--- config.mk ---
export PLATFORM = sky130hd
export DESIGN_NAME = ccff_loader
export DESIGN_NICKNAME = d
export VERILOG_FILES = /design/src/rtl/ccff_loader.sv
export SDC_FILE = /design/constraint.sdc
export NUM_CORES = 1
export LEC_CHECK = 0
export BUFFER_PORTS_ARGS = -buffer_cell sky130_fd_sc_hd__buf_2
export CAP_MARGIN = 40
export CORE_MARGIN = 1
export CORE_UTILIZATION = 59
export DETAILED_ROUTE_END_ITERATION = 10
export PLACE_DENSITY = 0.8
export SYNTH_ARGS = -nofsm -noshare
export SYNTH_HDL_FRONTEND = slang
export SYNTH_SLANG_ARGS = --single-unit
--- constraint.sdc ---
create_clock -name prog_clk -period 3 [get_ports prog_clk]
set_input_delay 0.45 -clock prog_clk [delete_from_list [all_inputs] [get_ports prog_clk]]
set_output_delay 0.45 -clock prog_clk [all_outputs]
set_load 0.02 [all_outputs]
--- src/rtl/ccff_loader.sv ---
// ccff_loader: serializes config words onto the ccff chain, then recirculates it once for a CRC-8 integrity check
module ccff_loader #(
  parameter int CHAIN_LEN = 8,
  parameter int WORD_W    = 8
) (
  input  logic              prog_clk,
  input  logic              prog_reset,
  input  logic              cfg_start,
  input  logic [WORD_W-1:0] cfg_data,
  input  logic              cfg_valid,
  output logic              cfg_ready,
  output logic              ccff_head,
  input  logic              ccff_tail,
  output logic              ccff_shift_en,
  output logic              cfg_busy,
  output logic              cfg_done,
  output logic              cfg_error
);
  localparam int CW = $clog2(CHAIN_LEN + 1);
  localparam int BW = $clog2(WORD_W + 1);
  typedef enum logic [1:0] {IDLE, LOAD, CHECK, DONE} state_t;
  state_t            state_q, state_d;
  logic [CW-1:0]     bit_cnt_q, bit_cnt_d, req_cnt_q, req_cnt_d, chk_cnt_q, chk_cnt_d;
  logic [BW-1:0]     buf_cnt_q, buf_cnt_d, take;
  logic [WORD_W-1:0] buf_q, buf_d;
  logic [7:0]        crc_tx_q, crc_tx_d, crc_rx_q, crc_rx_d;
  logic              err_q, err_d;
  logic [31:0]       rem;
  function automatic logic [7:0] crc_upd(input logic [7:0] c, input logic d);
    return {c[6:0], 1'b0} ^ ((c[7] ^ d) ? 8'h07 : 8'h00);
  endfunction
  // next-state, datapath updates and chain-facing outputs
  always_comb begin
    state_d       = state_q;
    bit_cnt_d     = bit_cnt_q;
    req_cnt_d     = req_cnt_q;
    chk_cnt_d     = chk_cnt_q;
    buf_cnt_d     = buf_cnt_q;
    buf_d         = buf_q;
    crc_tx_d      = crc_tx_q;
    crc_rx_d      = crc_rx_q;
    err_d         = err_q;
    cfg_ready     = 1'b0;
    ccff_head     = 1'b0;
    ccff_shift_en = 1'b0;
    rem           = 32'(CHAIN_LEN) - 32'(req_cnt_q);
    take          = (rem < 32'(WORD_W)) ? BW'(rem) : BW'(WORD_W);
    unique case (state_q)
      IDLE, DONE: if (cfg_start) begin
        state_d   = LOAD;
        bit_cnt_d = '0;
        req_cnt_d = '0;
        buf_cnt_d = '0;
        crc_tx_d  = '0;
        crc_rx_d  = '0;
        err_d     = 1'b0;
      end
      LOAD: begin
        ccff_shift_en = buf_cnt_q != '0;
        ccff_head     = buf_q[WORD_W-1];
        cfg_ready     = (req_cnt_q < CW'(CHAIN_LEN)) && (buf_cnt_q <= BW'(1));
        if (ccff_shift_en) begin
          buf_d     = buf_q << 1;
          buf_cnt_d = buf_cnt_q - BW'(1);
          bit_cnt_d = bit_cnt_q + CW'(1);
          crc_tx_d  = crc_upd(crc_tx_q, ccff_head);
          if (bit_cnt_q == CW'(CHAIN_LEN - 1)) begin
            state_d   = CHECK;
            chk_cnt_d = CW'(CHAIN_LEN);
          end
        end
        if (cfg_valid && cfg_ready) begin
          buf_d     = cfg_data;
          buf_cnt_d = take;
          req_cnt_d = req_cnt_q + CW'(take);
        end
      end
      CHECK: begin
        ccff_shift_en = 1'b1;
        ccff_head     = ccff_tail;
        crc_rx_d      = crc_upd(crc_rx_q, ccff_tail);
        chk_cnt_d     = chk_cnt_q - CW'(1);
        if (chk_cnt_q == CW'(1)) begin
          state_d = DONE;
          err_d   = crc_rx_d != crc_tx_q;
        end
      end
      default: state_d = IDLE;
    endcase
  end
  // state and datapath registers, async reset to an idle, quiet loader
  always_ff @(posedge prog_clk or posedge prog_reset) begin
    if (prog_reset) begin
      state_q   <= IDLE;
      bit_cnt_q <= '0;
      req_cnt_q <= '0;
      chk_cnt_q <= '0;
      buf_cnt_q <= '0;
      buf_q     <= '0;
      crc_tx_q  <= '0;
      crc_rx_q  <= '0;
      err_q     <= 1'b0;
    end else begin
      state_q   <= state_d;
      bit_cnt_q <= bit_cnt_d;
      req_cnt_q <= req_cnt_d;
      chk_cnt_q <= chk_cnt_d;
      buf_cnt_q <= buf_cnt_d;
      buf_q     <= buf_d;
      crc_tx_q  <= crc_tx_d;
      crc_rx_q  <= crc_rx_d;
      err_q     <= err_d;
    end
  end
  assign cfg_busy  = (state_q == LOAD) || (state_q == CHECK);
  assign cfg_done  = state_q == DONE;
  assign cfg_error = err_q;
endmodule
=== Word-level counts from Yosys, hierarchy flattened ===
Cells that the tools add are included.

* Add/sub/neg operators: 5
* Magnitude comparators: 3
* Equality and inequality tests: 12
* Multiplexer cells: 31
* Bitwise gates (word level): 4
* Reductions and logical operators: 18

{| class="wikitable"
|+ Operators by type and width
! operator !! count
|-
| 32-bit by 4-bit less-than comparator with 1-bit output, second input constant || 1
|-
| 4-bit 2-to-1 mux || 8
|-
| 8-bit 2-to-1 mux || 4
|-
| 4-bit case mux with 2 select lines || 4
|-
| 8-bit case mux with 2 select lines || 2
|-
| 8-bit by 3-bit bitwise XOR with 8-bit output || 2
|-
| 3-bit AND reduction || 5
|-
| 2-bit != test, second input constant || 5
|-
| 2-bit 2-to-1 mux || 4
|-
| 8-bit != test || 1
|-
| 2-bit nonzero test || 4
|-
| 4-bit by 1-bit subtractor with 4-bit output, second input constant || 2
|-
| 3-bit 2-to-1 mux || 2
|-
| 1-bit case mux with 2 select lines || 3
|-
| 2-bit case mux with 3 select lines || 1
|-
| 4-bit by 4-bit subtractor with 5-bit output, first input constant || 1
|-
| 4-bit by 1-bit adder with 4-bit output, second input constant || 1
|-
| 4-bit adder || 1
|-
| 2-bit equality test, second input constant || 2
|-
| 4-bit by 1-bit equality test with 1-bit output, second input constant || 1
|-
| 4-bit by 3-bit equality test with 1-bit output, second input constant || 1
|-
| 4-bit by 1-bit <= comparator with 1-bit output, second input constant || 1
|-
| 4-bit less-than comparator, second input constant || 1
|-
| 2-bit AND reduction || 2
|-
| 10 further kinds || 14
|}

* Register bits: 43
* Input port bits: 13
* Output and inout bits: 6
* Word-level logic and storage cells: 82

=== Logic depth before layout (Yosys ltp) ===
* Word-level depth: 6
* Depth in mapped cells: 9
* Depth with buffers taken out: 9

=== Least setup slack after synthesis ===
No wires, ideal clock.

* Path type: register to register
* Start: register req_cnt_q[0]
* End: register req_cnt_q[3]
* Setup time: 0.124 ns
* Arrival time: 2.097 ns
* Data required time: 2.876 ns
* Path slack: 0.779 ns
* Cell stages (with the launch flop): 8
* Path buffers: 1
* Period minus slack after synthesis: 2.221 ns
* Cell sequence: dfrtp_1 > inv_1 > ha_1 > o41a_1 > or4_4 > buf_6 > o211a_1 > a211o_1

* Cells in the longest elaborated chain, start to end: 6
* Elaborated cells on any way between the ends: 11
* Those cells by class: add/sub: 2; order compare: 2; eq/ne: 1; mux: 3; reduce/logical: 3

{| class="wikitable"
|+ Ends and longest elaborated chain
! what !! RTL line !! text
|-
| start: declaration || 23 || <nowiki>logic [CW-1:0] bit_cnt_q, bit_cnt_d, req_cnt_q, req_cnt_d, chk_cnt_q, chk_cnt_d;</nowiki>
|-
| start signal: assignment || 106 || <nowiki>req_cnt_q <= req_cnt_d;</nowiki>
|-
| 4-bit by 4-bit subtractor with 5-bit output || 46 || <nowiki>rem = 32'(CHAIN_LEN) - 32'(req_cnt_q);</nowiki>
|-
| 32-bit by 4-bit less-than comparator with 1-bit output || 47 || <nowiki>take = (rem < 32'(WORD_W)) ? BW'(rem) : BW'(WORD_W);</nowiki>
|-
| 4-bit 2-to-1 mux || 47 ||
|-
| 4-bit adder || 75 || <nowiki>req_cnt_d = req_cnt_q + CW'(take);</nowiki>
|-
| 4-bit 2-to-1 mux || 72 || <nowiki>if (cfg_valid && cfg_ready) begin</nowiki>
|-
| 4-bit case mux with 2 select lines || 48 || <nowiki>unique case (state_q)</nowiki>
|}

Parallel ways exist; a longest one is shown, timed or not. The select of a mux whose other input is x is not followed.
A chain may end at the register's enable or synchronous reset.

=== Worst setup path after layout ===
Same ends and word-level chain as after synthesis.

==> impl_metrics.yaml <==
global_route:
  track_usage_pct: 25.0
  antenna_found_initial: 0
  grt_max_degree: 44
  grt_pass1_wl_um: 8180
  grt_pass1_vias: 1815
  grt_overflow: 0
floorplanning:
  die_h_um: 66.2
  core_area_um2: 3800
  die_area_um2: 4380
  rows: 22
  fp.dieW_um: 66.2
  start_util_pct: 64.0
  io_pins: 19
drt:
  drc: 0
  vias: 1852
  vias_per_cell: 5.81
  dr.pass1.iters: 4
  ant_nets: 0
  drt_wl_total_um: 4730
  first_iter_violations: 141
  post_drt_wl_per_cell_um: 14.8
layout:
  layout_commonest_cell: "dfrtp_1"
  diodes: 0
  instances_no_fill: 319
  layout.nets: 294
  final_cell_mix: "43 x dfrtp_1, 27 x nand2_1, 18 x buf_2"
  drive_gt1_share_pct: 13.7
  area_growth_pct: 9.52
setup_path:
  worstPathArrival_ns: 2.62
  reg2reg_from: "req_cnt_q[0]"
  startpoint_type: "register"
  path_class: "register to register"
  required_ns: 3.19
  critPathCaptureType: "register"
  cp-startpoint: "req_cnt_q[0]"
  r2r_setup_slack_ns: 0.57
  path_max_fanout: 6
worst_hold_path:
  min_path_type: "input pin to asynchronous set/reset pin"
power_and_ir_drop:
  fin_total_pwr_mw: 2.72
  vdd_ir_drop_max_v: 0.000476
  cellPowerDensity_nw_per_um2: 1020
  leakage_nw: 1.26
timing:
  final.setup_skew_ns: 0.00669
  final-max-slew-violation-count: 0
  setup_tns_ns: 0
  rsz0062_at_grt: "false"
  final-hold-violation-count: 0
  fmax_mhz: 412
  fin_crit_sh_pct: 80.9
  setup_viol: 0
  slew_headroom_pct: 46.8
  max_slew.worst_pin.slew_ns: 0.791
  fin_crit_ns: 2.43
place:
  io_buffers: 18
  dp_cells: 311
  gp_congestion: 0.838
  dp_hpwl_um: 3330
synth:
  ys_types: 46
  synth_top_family_by_area: "compound AO/OA/AOI/OAI gates"
  ys_ff_latch: 43
  synth_xor_area_share_pct: 5.76
  syn_area_um2: 2430
  syn_avg_cell_area_um2: 9.65
  synth-edff-count: 0
  synth_fa_ha_area_share_pct: 5.66
  syn_inst: 252
  yosysSeqAreaShare_pct: 44.3
  yosys_warnings: 0
  synth_compound_gate_area_share_pct: 22.5
  syn_nets: 276
  yosys_most_used_dff: "dfrtp_1"
  synth-simple-area-share_pct: 15.0
  synthMuxAreaShare_pct: 2.11
  synthArstFlopShare_pct: 100
cts:
  h-tree-depth: 2
  post_cts_buffers: 0
  cts-root-buf: "clkbuf_8"
  ctsLongestPathBuffers: 2
  cts_tree: "yes"
  postCtsResizedCells: 0
  cts_sinks: 43
  ctsHoldBuffers: 0
  clk_latency_ns: 0.30
  clkTransAtPathRegs_ns: 0.08
  cts_buffers: 5
status:
  status: "complete, no violations"
flow_run:
  maxCapViolCount: 0
==> metrics by stage <==
step | setup WS [ns] | util, % | hold WS, ns | instance area [um^2]
after global routing | 0.395 | 70.1 | 0.325 | 2660
after detailed placement | 0.598 | 67.4 | 0.481 | 2560
final | 0.573 | 70.1 | 0.271 | 2660
after floorplan | 0.779 | - | 0.473 | 2430
after global placement | 0.655 | 67.4 | 0.478 | 2560
after CTS | 0.583 | 70.1 | 0.289 | 2660
==> cell usage after synthesis (all sizes together) (3+ instances only) <==
cell | count | share of area (%)
a21o | 3 | 0.93
a21oi | 7 | 1.9
a22o | 9 | 3.2
a2bb2oi | 8 | 2.9
a31oi | 5 | 1.3
clkbuf | 8 | 1.2
dfrtp | 43 | 44
ha | 11 | 5.7
inv | 17 | 2.6
mux2i | 4 | 1.6
nand2 | 27 | 4.2
nand2b | 6 | 1.5
nand3 | 6 | 1.2
nor2 | 11 | 1.7
nor3 | 8 | 1.6
nor4 | 4 | 1.0
o211ai | 3 | 0.93
o21ai | 15 | 3.1
o22ai | 11 | 2.8
xor2 | 14 | 5.0
==> power by group <==
group | internal (mW) | leakage [nW] | switching, mW
Combinational | 0.558 | 0.662 | 0.839
Clock | 0.209 | 0.0505 | 0.201
Sequential | 0.756 | 0.552 | 0.157
Total | 1.52 | 1.26 | 1.20
==> logic make-up after synthesis <==
family                     Yosys count
buffers and inverters               28
AOI/OAI and AO/OA                   75
muxes                                5
adders and majority gates           11
and+or+nand+nor                     74
xor gates and xnor gates            16
DFF                                 43
==> layout make-up <==
class | instances | area (um^2)
flip-flops and latches | 43 | 1080
multi-input cells | 181 | 1240
repair buffers | 21 | 113
inverters | 18 | 67.6
well taps | 48 | 60.1
fillers | 302 | 1140
clock buffers | 7 | 96.3
clock inverters | 1 | 7.51
==> metal layers <==
layer | wire length (um) | global-route usage [%] | up-vias
met5 | 0 | 0 | -
met4 | 70 | 9.04 | 0
met3 | 130 | 4.66 | 8
met2 | 2120 | 39.3 | 23
met1 | 2400 | 34.3 | 884
li1 | - | - | 937
==> path summary, 6_finish.rpt <==
path | endpoint | cells past startpoint
max in group asynchronous | crc_rx_q[7] | 3
min | bit_cnt_q[0] | 3
min reg2reg | cfg_error | 1
min in group prog_clk | bit_cnt_q[3] | 2
max reg2reg | req_cnt_q[3] | 9
max | req_cnt_q[3] | 9
==> flip-flops by register name, indices dropped and copies added (netlist names) <==
register and flops:
bit_cnt_q 4, buf_cnt_q 4, buf_q 8, cfg_error 1, chk_cnt_q 4, crc_rx_q 8
crc_tx_q 8, req_cnt_q 4, state_q 2
==> critical path, stage by stage, from the launching register on <==
cell,delay [ns]
dfrtp_1,0.43
inv_1,0.10
ha_1,0.22
or2_2,0.27
o21ai_0,0.20
and2_1,0.16
ha_1,0.24
a31oi_1,0.27
mux2i_1,0.12
a211o_1,0.30
Note: power is estimated with default switching activity, not from simulation.
